===== src/rtl/tdc_pkg.sv =====
// rtl/tdc_pkg.sv - shared state, record type and width helper for the carry-chain TDC channel
package tdc_pkg;

  // Widest coarse and fine fields any legal channel can produce (TAPS <= 256).
  localparam int COARSE_MAX_W = 32;
  localparam int FINE_MAX_W   = 9;

  typedef enum logic [1:0] {
    ST_IDLE    = 2'd0,
    ST_ARMED   = 2'd1,
    ST_CAPTURE = 2'd2,
    ST_DEAD    = 2'd3
  } tdc_state_e;

  typedef struct packed {
    logic                    sat;
    logic [COARSE_MAX_W-1:0] coarse;
    logic [FINE_MAX_W-1:0]   fine;
  } tdc_rec_t;

  // Bits needed to hold a tap count of 0..taps inclusive.
  function automatic int fine_w(input int taps);
    return $clog2(taps + 1);
  endfunction

endpackage


===== src/rtl/tdc_therm_encoder.sv =====
// rtl/tdc_therm_encoder.sv - bubble-corrected thermometer to tap-count encoder
module tdc_therm_encoder import tdc_pkg::*; #(
  parameter int TAPS   = 64,
  parameter int FINE_W = fine_w(TAPS)
) (
  input  logic [TAPS-1:0]   therm,
  output logic [FINE_W-1:0] fine,
  output logic              sat,
  output logic              first_tap
);

  // Pad with a virtual 1 below tap 0 and a virtual 0 above the last tap.
  logic [TAPS+1:0] padded;
  logic [TAPS-1:0] corr;

  assign padded = {1'b0, therm, 1'b1};

  // Three-tap majority vote removes single-tap bubbles.
  always_comb begin
    corr = '0;
    for (int i = 0; i < TAPS; i++) begin
      corr[i] = (padded[i] & padded[i+1]) | (padded[i] & padded[i+2]) | (padded[i+1] & padded[i+2]);
    end
  end

  // Fine time is the number of corrected taps the hit has reached.
  always_comb begin
    fine = '0;
    for (int i = 0; i < TAPS; i++) begin
      fine = fine + FINE_W'(corr[i]);
    end
  end

  assign sat       = &corr;
  assign first_tap = corr[0];

endmodule


===== src/rtl/tdc_carry_channel.sv =====
// rtl/tdc_carry_channel.sv - one TDC channel: carry-chain sampling, event FSM and result FIFO
module tdc_carry_channel import tdc_pkg::*; #(
  parameter int TAPS       = 64,
  parameter int COARSE_W   = 16,
  parameter int FIFO_DEPTH = 8,
  parameter int DEAD_CYC   = 4,
  parameter int EXT_TAPS   = 0
) (
  input  logic                            clock,
  input  logic                            aclr_n,
  input  logic                            hit,
  input  logic [TAPS-1:0]                 taps_ext,
  input  logic                            enable,
  output logic                            out_valid,
  input  logic                            out_ready,
  output logic [COARSE_W+fine_w(TAPS):0]  out_data,
  output logic [7:0]                      drop_cnt,
  output logic                            busy
);

  localparam int FINE_W = fine_w(TAPS);
  localparam int REC_W  = 1 + COARSE_W + FINE_W;
  localparam int AW     = (FIFO_DEPTH > 1) ? $clog2(FIFO_DEPTH) : 1;
  localparam int CW     = AW + 1;
  localparam int DW     = (DEAD_CYC > 1) ? $clog2(DEAD_CYC) : 1;

  logic [1:0]          rst_sync;
  logic                rst_n;
  logic [TAPS-1:0]     chain_taps, a_op, b_op, taps;
  logic [TAPS-1:0]     s1, s2;
  logic [COARSE_W-1:0] coarse_cnt, coarse_s1, coarse_s2;
  logic [FINE_W-1:0]   fine;
  logic                sat, first_tap, first_q, hit_event, dead_done;
  tdc_state_e          state;
  logic [DW-1:0]       dead_cnt;
  tdc_rec_t            rec_q;
  logic                unused_rec;
  logic [REC_W-1:0]    rec_flat, head_q;
  logic [REC_W-1:0]    mem [FIFO_DEPTH];
  logic [AW-1:0]       rd_ptr, wr_ptr, rd_next;
  logic [CW-1:0]       count, count_left;
  logic                empty, full, capture, push, pop, drop;

  // Assert asynchronously, release two clocks later so nothing sees a runt release.
  always_ff @(posedge clock or negedge aclr_n) begin
    if (!aclr_n) rst_sync <= 2'b00;
    else         rst_sync <= {rst_sync[0], 1'b1};
  end
  assign rst_n = rst_sync[1];

  // Carry chain with a = ones and b = zero: every stage propagates the hit.
  assign a_op = '1;
  assign b_op = '0;
  always_comb begin : carry_chain
    logic carry;
    chain_taps = '0;
    carry      = hit;
    for (int i = 0; i < TAPS; i++) begin
      carry         = (a_op[i] & b_op[i]) | ((a_op[i] ^ b_op[i]) & carry);
      chain_taps[i] = carry;
    end
  end
  assign taps = (EXT_TAPS != 0) ? taps_ext : chain_taps;

  // Metastability pair on the taps, coarse time delayed alongside so both describe edge k.
  always_ff @(posedge clock or negedge rst_n) begin
    if (!rst_n) begin
      s1         <= '0;
      s2         <= '0;
      coarse_cnt <= '0;
      coarse_s1  <= '0;
      coarse_s2  <= '0;
      first_q    <= 1'b0;
    end else begin
      s1         <= taps;
      s2         <= s1;
      coarse_cnt <= coarse_cnt + COARSE_W'(1);
      coarse_s1  <= coarse_cnt;
      coarse_s2  <= coarse_s1;
      first_q    <= first_tap;
    end
  end

  tdc_therm_encoder #(.TAPS(TAPS), .FINE_W(FINE_W)) u_enc (
    .therm     (s2),
    .fine      (fine),
    .sat       (sat),
    .first_tap (first_tap)
  );

  assign hit_event = (state == ST_ARMED) && first_tap && !first_q;
  assign dead_done = (dead_cnt == DW'(DEAD_CYC - 1));

  // Channel FSM; the record is latched on the event and written from CAPTURE.
  always_ff @(posedge clock or negedge rst_n) begin
    if (!rst_n) begin
      state    <= ST_IDLE;
      dead_cnt <= '0;
      rec_q    <= '0;
    end else begin
      case (state)
        ST_IDLE: if (enable) state <= ST_ARMED;
        ST_ARMED: begin
          if (hit_event) begin
            state       <= ST_CAPTURE;
            rec_q.sat    <= sat;
            rec_q.coarse <= COARSE_MAX_W'(coarse_s2);
            rec_q.fine   <= FINE_MAX_W'(fine);
          end else if (!enable) begin
            state <= ST_IDLE;
          end
        end
        ST_CAPTURE: begin
          state    <= ST_DEAD;
          dead_cnt <= '0;
        end
        ST_DEAD: begin
          if (dead_done) begin
            if (!enable)         state <= ST_IDLE;
            else if (!first_tap) state <= ST_ARMED;
          end else begin
            dead_cnt <= dead_cnt + DW'(1);
          end
        end
        default: state <= ST_IDLE;
      endcase
    end
  end

  assign busy       = (state != ST_IDLE);
  assign rec_flat   = {rec_q.sat, rec_q.coarse[COARSE_W-1:0], rec_q.fine[FINE_W-1:0]};
  assign unused_rec = ^rec_q;

  assign empty      = (count == '0);
  assign full       = (count == CW'(FIFO_DEPTH));
  assign capture    = (state == ST_CAPTURE);
  assign pop        = !empty && out_ready;
  assign push       = capture && (!full || pop);
  assign drop       = capture && full && !pop;
  assign count_left = count - CW'(pop);
  assign rd_next    = rd_ptr + AW'(pop);

  // Entry storage needs no reset; validity lives in the pointers.
  always_ff @(posedge clock) begin
    if (push) mem[wr_ptr] <= rec_flat;
  end

  // Pointers, drop counter and a registered head that holds its value once drained.
  always_ff @(posedge clock or negedge rst_n) begin
    if (!rst_n) begin
      rd_ptr   <= '0;
      wr_ptr   <= '0;
      count    <= '0;
      drop_cnt <= '0;
      head_q   <= '0;
    end else begin
      if (push) wr_ptr <= wr_ptr + AW'(1);
      rd_ptr <= rd_next;
      count  <= count_left + CW'(push);
      if (drop && drop_cnt != 8'hFF) drop_cnt <= drop_cnt + 8'd1;
      if (count_left == '0) begin
        if (push) head_q <= rec_flat;
      end else begin
        head_q <= mem[rd_next];
      end
    end
  end

  assign out_valid = !empty;
  assign out_data  = head_q;

endmodule


===== config.mk =====
export PLATFORM = sky130hd
export DESIGN_NAME = tdc_carry_channel
export DESIGN_NICKNAME = d
export VERILOG_FILES = /design/src/rtl/tdc_pkg.sv /design/src/rtl/tdc_therm_encoder.sv /design/src/rtl/tdc_carry_channel.sv
export SDC_FILE = /design/constraint.sdc
export NUM_CORES = 1
export LEC_CHECK = 0
export BUFFER_PORTS_ARGS = -buffer_cell sky130_fd_sc_hd__buf_2
export CORE_MARGIN = 5
export CORE_UTILIZATION = 35
export CTS_CLUSTER_DIAMETER = 150
export DETAILED_ROUTE_END_ITERATION = 7
export PLACE_DENSITY = 0.61
export SLEW_MARGIN = 40
export SYNTH_ARGS = -nofsm -noshare
export SYNTH_HDL_FRONTEND = slang
export SYNTH_SLANG_ARGS = --single-unit

===== constraint.sdc =====
create_clock -name clock -period 7.3 [get_ports clock]
set_input_delay 0.73 -clock clock [delete_from_list [all_inputs] [get_ports clock]]
set_output_delay 0.73 -clock clock [all_outputs]
set_load 0.005 [all_outputs]

==> results of run 1 <==
[registers in the layout, indices dropped and copies added (netlist names), named ones only]
signal      flops
coarse_cnt     16
wr_ptr          3
rec_flat       17
first_q         1
count           4
drop_cnt        8
mem           136
coarse_s2      16
coarse_s1      16
dead_cnt        2
state           1
rst_sync        2
s1              1
s2              1
out_data       17
rd_ptr          3
[cell usage after synthesis (all sizes together)]
cell type and count:
a2111oi 2, a211o 1, a211oi 1, a21oi 4, a22o 1, and2 2, and3 3, and4 3
buf 23, clkbuf 7, clkinv 1, conb 2, dfrtp 109, edfxtp 136, ha 10, inv 11
mux2 19, mux2i 68, mux4 17, nand2 18, nand2b 3, nand3 39, nand3b 1, nand4 8
nor2 9, nor2b 2, nor3 6, nor3b 5, nor4 1, nor4b 1, o211ai 17, o2bb2ai 2
o31ai 1, or2 1, xnor2 19, xor2 7
[worst max-delay path by stage]
stage | startpoint | endpoint | cells past startpoint
2_1_floorplan | out_ready | mem[0][10] | 5
3_5_place_dp | count[1] | out_data[17] | 9
6_report | count[1] | out_data[17] | 9
3_3_place_gp | count[1] | out_data[7] | 9
4_1_cts | count[1] | out_data[17] | 9
5_1_grt | count[1] | out_data[17] | 9
[logic make-up after synthesis]
group / share of synthesized area (%)
AO/OA/AOI/OAI: 2.95
XOR/XNOR: 2.57
adder cells (fa/ha/maj): 1.30
buffers and inverters: 2.71
flip-flops: 71.0
multiplexers: 13.6
other: 0.0782
AND/OR/NAND/NOR: 5.81
[where the power goes]
group / internal (mW) / switching, mW
Clock: 0.704 / 0.484
Sequential: 1.68 / 0.162
Combinational: 0.616 / 0.732
Total: 3.00 / 1.38
[routing by layer]
metal	up-vias	global-route usage (%)	part of all wire (%)
met1	2504	13.9	41
met2	65	21.2	54
met4	0	3.18	2.1
li1	2199	-	-
met5	-	0	0
met3	28	2.07	3.3
[worst max-delay path, delay by kind of cell (launching register included)]
family | cells | cell delay (ns)
DFF | 1 | 0.41
buffers and inverters | 1 | 0.61
muxes | 2 | 0.69
AOI/OAI and AO/OA | 1 | 0.20
and+or+nand+nor | 3 | 0.68
adders and majority gates | 2 | 1.00
[cell type report]
type                    count  area (um^2)  share of cell area, %
repair buffers             49          317                   2.88
multi-input cells         278         2630                   23.9
well taps                 341          427                   3.88
inverters                  12         47.5                  0.432
clock inverters             8         65.1                  0.591
clock buffers              36          707                   6.42
flip-flops and latches    245         6820                   61.9
[per-stage QoR]
step | util, % | power, mW | setup slack (ns)
floorplan | - | 2.90 | 3.84
global placement | 37.6 | 3.17 | 3.57
detailed placement | 37.9 | 3.24 | 3.50
CTS | 40.8 | 4.43 | 3.49
global route | 40.8 | 4.62 | 3.27
finish | 40.8 | 4.37 | 3.53
[what timing repair did]
| action | CTS | global route |
|---|---|---|
| hold endpoints to repair | 2 | 0 |
| hold buffers | 1 | 0 |
| endpoints found under the setup margin | 0 | 0 |
==> flow_summary.json, run 1 <==
{
  "status": "finished, final reports clean",
  "antenna_found_initial": 0,
  "synth_cells": 560,
  "fmax_ghz": 0.265,
  "tightest_slew_ns": 0.846,
  "maxSlewHeadroom_pct": 43.6,
  "cts_tree": "yes",
  "arrival_ns": 4.14,
  "r2r_slack_ns": 3.53,
  "final_hold_viol_count": 0,
  "worst_setup_path_start_kind": "flop",
  "grt_pass1_vias": 5180,
  "period_share_pct": 51.7,
  "worstPathMaxFanout": 29,
  "finalWirelength_um": 17500,
  "gp_congestion": 0.805,
  "clock_latency_ns": 0.50,
  "finalSetupTns_ns": 0,
  "core_area_um2": 27000,
  "clk_pin_slew_worst_paths_ns": 0.06,
  "drive_gt1_share_pct": 22.9,
  "area_growth_syn_to_layout_pct": 14.6,
  "required_ns": 7.67,
  "antenna_cells": 0,
  "syn_avg_cell_area_um2": 17.1,
  "die-width_um": 176,
  "rr_worst_depth": 9,
  "final_cell_mix": "136 x edfxtp_1, 108 x dfrtp_1, 68 x mux2i_1, 39 x nand3_1, 32 x buf_2",
  "portBuffers": 32,
  "grt_usage_pct": 11.5,
  "cts_buffer_depth": 3,
  "grt_overflow": 0,
  "finalSetupViolCount": 0,
  "r2r-start": "count[1]",
  "critPathKind": "flop to flop",
  "cp_slowest_stage_delay_ns": 0.81,
  "fin_hold_ws_ns": 0.304,
  "drc": 0,
  "ant_nets": 0,
  "final_cell_area_um2": 11000,
  "floorplan.initialDensity_pct": 35.6,
  "cap_violations": 0,
  "timing.rr.end": "out_data[17]",
  "ys_top_cells_by_area": "edfxtp_1 43%, dfrtp_1 28%, mux2i_1 7.1%",
  "fin_skew_ns": 0.00920,
  "power.density_nw_per_um2": 398,
  "dp_hpwl_um": 10800,
  "rsz0062_at_grt": "false",
  "nets": 689,
  "worst_path_max_delay_cell": "ha_2",
  "clock_sinks": 245,
  "drt-pass1-iter-count": 4,
  "ys_seq_elements": 245,
  "die_height_um": 176,
  "vdd_ir_drop_max_uv": 173,
  "placed_cells": 924,
  "cts_buffers": 24,
  "stdcell_count": 969,
  "wl_per_cell_um": 18.0,
  "hp-class": "flop to asynchronous set/reset pin",
  "first_iter_violations": 210,
  "root_buffer": "clkbuf_16",
  "grt_max_degree": 73,
  "yosys.area.top_type": "edfxtp_1",
  "end_kind": "flop",
  "placed_area_um2": 10200,
  "yosys_warnings": 0,
  "yosysSeqAreaShare_pct": 71.0,
  "viasPerCell": 4.95,
  "rows": 60,
  "synth_top_area_share_pct": 42.5,
  "fin_crit_ns": 3.77,
  "drv_slew": 0,
  "fp.dieArea_um2": 30800,
  "pin_count": 103,
  "p_leak_nw": 4.50,
  "nFillCells": 2337,
  "htree_levels": 1,
  "path_cells": "nor3_2 > nand2b_1 > and2_1 > ha_1 > ha_2 > buf_4 > mux4_2 > o211ai_1 > mux2i_1",
  "layout_commonest_cell": "edfxtp_1",
  "cts_resized": 0,
  "syn-cell-area_um2": 9600,
  "vias": 4796,
  "postCtsSetupBuffers": 0,
  "synth_cell_type_count": 51,
  "grt_first_pass_wirelength_um": 28500
}
Power figures use the tool's default switching activity.
==> run 2: changes to the inputs <==
clock period = 3.6 ns   (was 7.3 ns; I/O delays follow)
==> run 2 against run 1 <==
Against the previous run: clock skew shrank 0.0018 ns; flip-flop and latch count stayed put; sequential share of layout area up 0.23 points; global-route usage down 0.23 points; utilization down 0.15 points; highest routed layer unchanged; first-iteration DRC count up 18%; sequential power up 100%; critical path type unchanged; die area did not move; maximum frequency increased by 27%; cell count up 0.21%.
==> flow_summary.json, run 2 (synthesis results as in run 1) <==
{
  "status": "finished, final reports clean",
  "grt_first_pass_wirelength_um": 27900,
  "wl_per_cell_um": 17.8,
  "cts_buffer_depth": 3,
  "nFillCells": 2376,
  "path_cells": "nor3_2 > nand2b_1 > and2_1 > ha_1 > ha_2 > buf_12 > mux4_1 > o211ai_2 > mux2i_1",
  "htree_levels": 1,
  "ant_nets": 0,
  "pin_count": 103,
  "worst_setup_path_start_kind": "flop",
  "crit_family": "multiplexers",
  "placed_area_um2": 10200,
  "layout_commonest_cell": "edfxtp_1",
  "fp.dieArea_um2": 30800,
  "first_iter_violations": 247,
  "floorplan.initialDensity_pct": 35.6,
  "rsz0062_at_grt": "false",
  "clk_pin_slew_worst_paths_ns": 0.06,
  "cts_buffers": 24,
  "antenna_found_initial": 0,
  "fin_hold_ws_ns": 0.135,
  "antenna_cells": 0,
  "top_register": "mem",
  "portBuffers": 32,
  "drt-pass1-iter-count": 4,
  "cts_tree": "yes",
  "drc": 0,
  "final_util_pct": 40.7,
  "vdd_ir_drop_max_uv": 362,
  "grt_max_degree": 52,
  "die-width_um": 176,
  "cap_violations": 0,
  "grt_pass1_vias": 5052,
  "maxSlewHeadroom_pct": 55.1,
  "p_leak_nw": 4.47,
  "clock_sinks": 245,
  "finalSetupTns_ns": 0,
  "dp_hpwl_um": 10700,
  "end_kind": "flop",
  "stdcell_count": 971,
  "core_area_um2": 27000,
  "area_growth_syn_to_layout_pct": 14.2,
  "hp-class": "primary input to flop",
  "fin_skew_ns": 0.00739,
  "die_height_um": 176,
  "tightest_slew_ns": 0.671,
  "finalWirelength_um": 17300,
  "worstPathMaxFanout": 40,
  "root_buffer": "clkbuf_16",
  "clock_latency_ns": 0.50,
  "worst_path_max_delay_cell": "mux4_1",
  "fmax_ghz": 0.336,
  "crit_buf_inv": 1,
  "drive_gt1_share_pct": 22.9,
  "viasPerCell": 4.91,
  "finalSetupViolCount": 0,
  "nets": 691,
  "required_ns": 3.97,
  "drv_slew": 0,
  "arrival_ns": 3.35,
  "grt_overflow": 0,
  "cp_slowest_stage_delay_ns": 0.65,
  "largest_reg_flops": 136,
  "rows": 60,
  "final_cell_mix": "136 x edfxtp_1, 108 x dfrtp_1, 68 x mux2i_1, 39 x nand3_1, 32 x buf_2",
  "grt_usage_pct": 11.3,
  "period_share_pct": 82.8,
  "gp_congestion": 0.759,
  "fin_crit_ns": 2.98,
  "final_hold_viol_count": 0,
  "placed_cells": 925,
  "critPathKind": "flop to flop",
  "power.density_nw_per_um2": 799,
  "vias": 4765,
  "final_cell_area_um2": 11000
}
## run 2: cell count changes in the layout (fill, tap and decap cells not counted), sizes merged
| cell | change |
|---|---|
| clkinvlp | +3 |
| clkbuf | -5 |
| bufinv | -1 |
| clkinv | +3 |
| dlygate4sd3 | +1 |
| buf | +1 |
## run 2: timing repair
action	CTS	global route
resized for setup	0	0
buffers inserted	0	0
hold endpoints to repair	3	0
setup endpoints to repair	0	0
hold buffers	2	0
## run 2: worst reg2reg max path, stage by stage, from the launching register on
cell and delay (ns):
dfrtp_1 0.42, nor3_2 0.35, nand2b_1 0.12, and2_1 0.21, ha_1 0.20, ha_2 0.35, buf_12 0.29, mux4_1 0.68
o211ai_2 0.15, mux2i_1 0.08
## run 2: final timing paths
check / start / to / slack [ns] / depth (start not counted)
setup / recovery: count[1] / out_data[7] / 0.62 / 9
hold / removal: enable / state[0] / 0.13 / 3
setup reg to reg: count[1] / out_data[7] / 0.62 / 9
hold reg to reg: rst_sync[1] / out_data[17] / 0.30 / 0
max in group asynchronous: rst_sync[1] / out_data[9] / 2.47 / 2
min in group asynchronous: aclr_n / rst_sync[1] / 0.17 / 2
## run 2: per-stage QoR
step                setup slack [ns]  total power [mW]
floorplan                      0.339              5.88
global placement               0.717              6.45
detailed placement             0.618              6.59
CTS                            0.600              8.90
global route                   0.447              9.26
finish                         0.621              8.76
## run 2: cell type report
cell class                      instances  area [um^2]  area share [%]
Inverter                               12         47.5           0.434
Timing Repair Buffer                   51          345            3.15
Clock buffer                           31          658            6.00
Sequential cell                       245         6820            62.2
Multi-Input combinational cell        278         2600            23.7
Tap cell                              341          427            3.89
Clock inverter                         13         68.8           0.628
## run 2: where the power goes
part           total, mW  internal (mW)  switching, mW
Combinational       2.78           1.29           1.49
Sequential          3.71           3.40          0.312
Clock               2.28           1.29          0.985
## run 2: routing by layer
metal	share of wire (%)	wire length, um	global-route usage (%)	vias up
met5	0	0	0	-
met3	3.8	665	1.89	31
met2	53	9160	20.5	75
met1	41	7140	14.1	2458
li1	-	-	-	2201
met4	2.0	354	2.86	0
